### config.mk
export PLATFORM = sky130hd
export DESIGN_NAME = prog_loader
export DESIGN_NICKNAME = d
export VERILOG_FILES = /design/src/rtl/prog_loader.sv
export SDC_FILE = /design/constraint.sdc
export NUM_CORES = 1
export LEC_CHECK = 0
export ABC_AREA = 0
export CELL_PAD_IN_SITES_DETAIL_PLACEMENT = 2
export CELL_PAD_IN_SITES_GLOBAL_PLACEMENT = 2
export CORE_MARGIN = 2
export CORE_UTILIZATION = 28
export CTS_CLUSTER_DIAMETER = 50
export DETAILED_ROUTE_END_ITERATION = 12
export MAX_ROUTING_LAYER = met4
export PLACE_DENSITY = 0.72
export RECOVER_POWER = 25
export SETUP_SLACK_MARGIN = 0.2
export SYNTH_ARGS = -nofsm -noshare
export SYNTH_HDL_FRONTEND = slang
export SYNTH_SLANG_ARGS = --single-unit
### constraint.sdc
create_clock -name clk -period 2 [get_ports clk]
set_clock_uncertainty 0.05 [all_clocks]
set_input_delay 0.2 -clock clk [delete_from_list [all_inputs] [get_ports clk]]
set_output_delay 0.2 -clock clk [all_outputs]
set_load 0.005 [all_outputs]
### src/rtl/prog_loader.sv
// prog_loader: assembles a byte stream into 16-bit words and writes them to instruction memory.
//   Optional checksum byte after the image: define PROG_LOADER_CHECKSUM_EN.
//   Ports: clk, rst (async, active high), start (load pulse),
//          in_valid/in_data/in_ready (byte stream handshake),
//          mem_writeEn/mem_writeAddr/mem_writeData (memory write port),
//          cpu_rst (CPU held in reset until an image is loaded),
//          busy/done/err (status), count (words written in this load).
module prog_loader #(
    parameter int IBW   = 16,
    parameter int AW    = 8,
    parameter int DEPTH = 50
) (
    input  logic           clk,
    input  logic           rst,
    input  logic           start,
    input  logic           in_valid,
    input  logic [7:0]     in_data,
    output logic           in_ready,
    output logic           mem_writeEn,
    output logic [AW-1:0]  mem_writeAddr,
    output logic [IBW-1:0] mem_writeData,
    output logic           cpu_rst,
    output logic           busy,
    output logic           done,
    output logic           err,
    output logic [AW-1:0]  count
);
    typedef enum logic [2:0] {
        S_IDLE, S_LEN, S_HI, S_LO, S_WRITE, S_DONE, S_ERR
`ifdef PROG_LOADER_CHECKSUM_EN
        , S_CHK
`endif
    } state_t;
    state_t        r_state;
    logic [AW-1:0] r_len;
    logic [AW-1:0] r_count;
    logic [7:0]    r_hi;
`ifdef PROG_LOADER_CHECKSUM_EN
    logic [7:0]    r_sum;
`endif
    logic w_xfer, w_start_ok, w_last;
    assign w_xfer        = in_valid && in_ready;
    // start is honoured only from a resting state, so it cannot disturb a load
    assign w_start_ok    = start && (r_state == S_IDLE || r_state == S_DONE || r_state == S_ERR);
    assign w_last        = (r_count + AW'(1)) == r_len;
    assign count         = r_count;
    assign mem_writeAddr = r_count;
    always_ff @(posedge clk or posedge rst) begin
        if (rst) begin
            r_state       <= S_IDLE;
            r_len         <= '0;
            r_count       <= '0;
            r_hi          <= '0;
`ifdef PROG_LOADER_CHECKSUM_EN
            r_sum         <= '0;
`endif
            in_ready      <= 1'b0;
            mem_writeEn   <= 1'b0;
            mem_writeData <= '0;
            cpu_rst       <= 1'b1;
            busy          <= 1'b0;
            done          <= 1'b0;
            err           <= 1'b0;
        end else begin
            mem_writeEn <= 1'b0;
            if (w_start_ok) begin
                r_state  <= S_LEN;
                r_count  <= '0;
`ifdef PROG_LOADER_CHECKSUM_EN
                r_sum    <= '0;
`endif
                in_ready <= 1'b1;
                cpu_rst  <= 1'b1;
                busy     <= 1'b1;
                done     <= 1'b0;
                err      <= 1'b0;
            end else begin
                case (r_state)
                    S_LEN: if (w_xfer) begin
                        r_len <= AW'(in_data);
                        if (in_data == 8'd0 || int'(in_data) > DEPTH) begin
                            r_state  <= S_ERR;
                            in_ready <= 1'b0;
                            busy     <= 1'b0;
                            err      <= 1'b1;
                        end else begin
                            r_state <= S_HI;
                        end
                    end
                    S_HI: if (w_xfer) begin
                        r_hi    <= in_data;
`ifdef PROG_LOADER_CHECKSUM_EN
                        r_sum   <= r_sum ^ in_data;
`endif
                        r_state <= S_LO;
                    end
                    S_LO: if (w_xfer) begin
                        mem_writeData <= {r_hi, in_data};
                        mem_writeEn   <= 1'b1;
`ifdef PROG_LOADER_CHECKSUM_EN
                        r_sum         <= r_sum ^ in_data;
`endif
                        in_ready      <= 1'b0;
                        r_state       <= S_WRITE;
                    end
                    S_WRITE: begin
                        r_count <= r_count + AW'(1);
                        if (w_last) begin
`ifdef PROG_LOADER_CHECKSUM_EN
                            r_state  <= S_CHK;
                            in_ready <= 1'b1;
`else
                            r_state  <= S_DONE;
                            cpu_rst  <= 1'b0;
                            busy     <= 1'b0;
                            done     <= 1'b1;
`endif
                        end else begin
                            r_state  <= S_HI;
                            in_ready <= 1'b1;
                        end
                    end
`ifdef PROG_LOADER_CHECKSUM_EN
                    S_CHK: if (w_xfer) begin
                        in_ready <= 1'b0;
                        busy     <= 1'b0;
                        if (in_data == r_sum) begin
                            r_state <= S_DONE;
                            cpu_rst <= 1'b0;
                            done    <= 1'b1;
                        end else begin
                            r_state <= S_ERR;
                            err     <= 1'b1;
                        end
                    end
`endif
                    default: ;
                endcase
            end
        end
    end
endmodule

==> metrics.md <==
| Metric | Value |
|---|---|
| CTS root buffer | clkbuf_8 |
| H-Tree Depth | 2 |
| Dominant synthesized flop cell | dfrtp_1 |
| Critical Path Fanout Max | 5 |
| Crit share post-route | 88.84% |
| Die footprint | 9406 sq um |
| Port Buffers | 49 |
| Yosys warns | 0 |
| Inst Count DP | 359 |
| Final setup fails | 0 |
| Largest net degree at the start of global routing | 22 |
| Reg area | 1232 sq um |
| Leakage Power | roughly 1.4 nW |
| CP Data Required Time | approximately 2.1 ns |
| CP Cell Sequence | ha_4 > and4_4 > a21oi_2 > nand4b_4 > nor4_4 > buf_6 > o21ai_1 |
| Initial core utilization | 29.17% |
| DR vias | 1790 |
| Ports | 50 |
| Layout cells sized above 1 | 31.95% |
| Outcome | finished, final reports clean |
| Slowest CP cell | dfrtp_1 |
| Final #Nets | 278 |
| CTS tree | done |
| Filler Cells Inserted | between 800 and 900 |
| Yosys cell types | 48 |
| Initial antenna violation count | 0 |
| Largest delay share family, worst path | simple AND/OR/NAND/NOR gates |
| Area of the mapped netlist | 2421 sq um |
| Fraction of synthesis flops using an asynchronous set or reset pin | 100.0% |
| Clock Latency Late Sink | 0.30 ns |
| Max-cap check violation count | 0 |
| Placed Instance Area | 3126 sq um |
| Fmax | 0.5628 GHz |
| Count of pins over their slew limit | 0 |
| Final instance area | 3299 sq um |
| DIE HEIGHT | 96.99 um |
| Remaining DRCs | 0 |
| Chip width | 96.99 um |
| Crit path DAT | 1.90 ns |
| Peak supply drop | around 0.54 mV |
| Buf+Inv Stages, Crit Path | 1 |
| Clk sink count | 49 |
| Rows | 33 |
| CTS Buf Count | 5 |
| Final hold violations | 0 |
| Detail Placement HPWL | 4771 um |
| GP Congestion | 0.7949 |
| Layout area overhead | 36.28% |
| Via-to-Cell Ratio | just under 5 |
| Post-Route WL | 6308 um |
| Area taken by multi-input logic gates | 1105 sq um |
| Clock-pin slew on the worst setup and hold paths | 0.09 ns |
| Synthesized flop and latch total | 49 |
| Register area share after synthesis | 50.70% |
| Max Root-Sink Buffers | 2 |
| Max incr delay on CP | 0.40 ns |
| Least-Margin Pin Slew | 0.7460 ns |
| Rel. slew slack | roughly 50% |
| Hold/Removal Path Class | in2async |
| CP Launch Type | flop |
| Minimum clock period | 1.777 ns |
| Number of synthesized flops with an enable pin | 0 |
| Post-Syn Instances | 201 |
| # diodes | 0 |
| Core Region | 8299 sq um |
| Vias in the first global route | 1916 |
| Drt pass-1 iters | 4 |
| Post-route insts no fill | 371 |
| Post-DRT Antenna Nets | 0 |
| Congestion Overflow GR | 0 |
| Syn avg cell area | 12.05 sq um |
| Starting DRT DRC Count | 32 |
| Setup Total Neg Slack | 0 ns |
| Syn Nets | 214 |
| Total track usage | 14.55% |
| Worst Setup End Kind | flop |
| RSZ-0062 raised after global routing | true |
| Global-route wire length before repair | 10520 um |
| WL/cell | 17.00 um |
| Power Density | approximately 1300 nW/um^2 |
| Worst Path Class, Setup | reg2reg |
power breakdown:
group	total [W]	switching, W	internal [W]
clock	0.000757	0.000350	0.000407
combinational	0.00193	0.000791	0.00114
sequential	0.00169	0.000294	0.00140
worst register-to-register path: stages, from the launching register on:
cell and delay, ns:
dfrtp_1 0.40, ha_4 0.18, and4_4 0.27, a21oi_2 0.06, nand4b_4 0.19, nor4_4 0.27
buf_6 0.16, o21ai_1 0.08
worst paths after layout:
check / slack, ns / cells past startpoint / start / end
setup / recovery: 0.22 / 7 / count[1] / busy
hold / removal: 0.41 / 2 / rst / in_ready
setup reg to reg: 0.22 / 7 / count[1] / busy
hold reg to reg: 0.45 / 2 / cpu_rst / cpu_rst
max in group asynchronous: 0.52 / 3 / rst / mem_writeData[14]
min in group clk: 0.45 / 2 / cpu_rst / cpu_rst
flip-flops by register name, summed over array words and instances, names as in the netlist, 3 cells and up:
register	count
r_hi	8
mem_writeData	16
count	8
r_state	3
r_len	8
final cells by class:
cell class,count,share of cell area (%)
Tap cell,105,3.982
Clock inverter,2,1.138
Clock buffer,6,2.503
Sequential cell,49,37.35
Inverter,5,0.5688
Timing Repair Buffer,74,20.97
Multi-Input combinational cell,130,33.49
metal layers:
metal	global-route usage [%]	wire, um
met5	-	0
met4	3.575	51
met3	2.673	204
met2	22.92	3058
met1	19.51	2994
what timing repair did:
action,4_1_cts,5_1_grt
gates resized for setup,3,8
endpoints found under the setup margin,15,38
buffers inserted,1,3
pin swaps,1,1
hold buffers,0,0
Yosys cell counts, types with 3 or more instances:
| cell type | n | share of area [%] |
|---|---|---|
| o21ai_0 | 16 | 3.3 |
| nand3_1 | 5 | 1.0 |
| a21oi_1 | 5 | 1.0 |
| and2_1 | 3 | 0.78 |
| mux2_1 | 5 | 2.3 |
| nor2_1 | 8 | 1.2 |
| xor2_1 | 5 | 1.8 |
| buf_4 | 10 | 3.1 |
| mux2_2 | 27 | 13 |
| dfrtp_1 | 48 | 50 |
| xnor2_1 | 6 | 2.2 |
| buf_2 | 4 | 0.83 |
| nand2_1 | 13 | 2.0 |
| inv_1 | 5 | 0.78 |
logic make-up after synthesis:
family          Yosys count  synth area share (%)
flops                    49                 50.70
xor+xnor                 12                 4.651
compound gates           38                 10.96
simple gates             45                 11.99
buf+inv                  22                 5.478
fa+ha+maj                 1                0.5167
mux                      34                 15.71
through the flow:
stage          total power [W]  hold slack, ns  setup slack [ns]  utilization, %
2_1_floorplan         0.002747          0.2817            0.2120               -
3_5_place_dp          0.003621          0.4370           0.03213           37.66
5_1_grt               0.004697          0.4468            0.1124           39.76
4_1_cts               0.004416          0.1684            0.2089           39.33
6_report              0.004383          0.4090            0.2231           39.76
3_3_place_gp          0.003524          0.4156           0.05491           37.66
layout by cell type, fill, tap and decap left out, drive strengths merged, types with 7 or more instances in the layout:
cell	count
o21ai	19
mux2	32
clkbuf	7
nand3	7
nor2	8
dfrtp	48
buf	24
nand2	13
clkdlybuf4s50	48
Power figures use the tool's default switching activity.
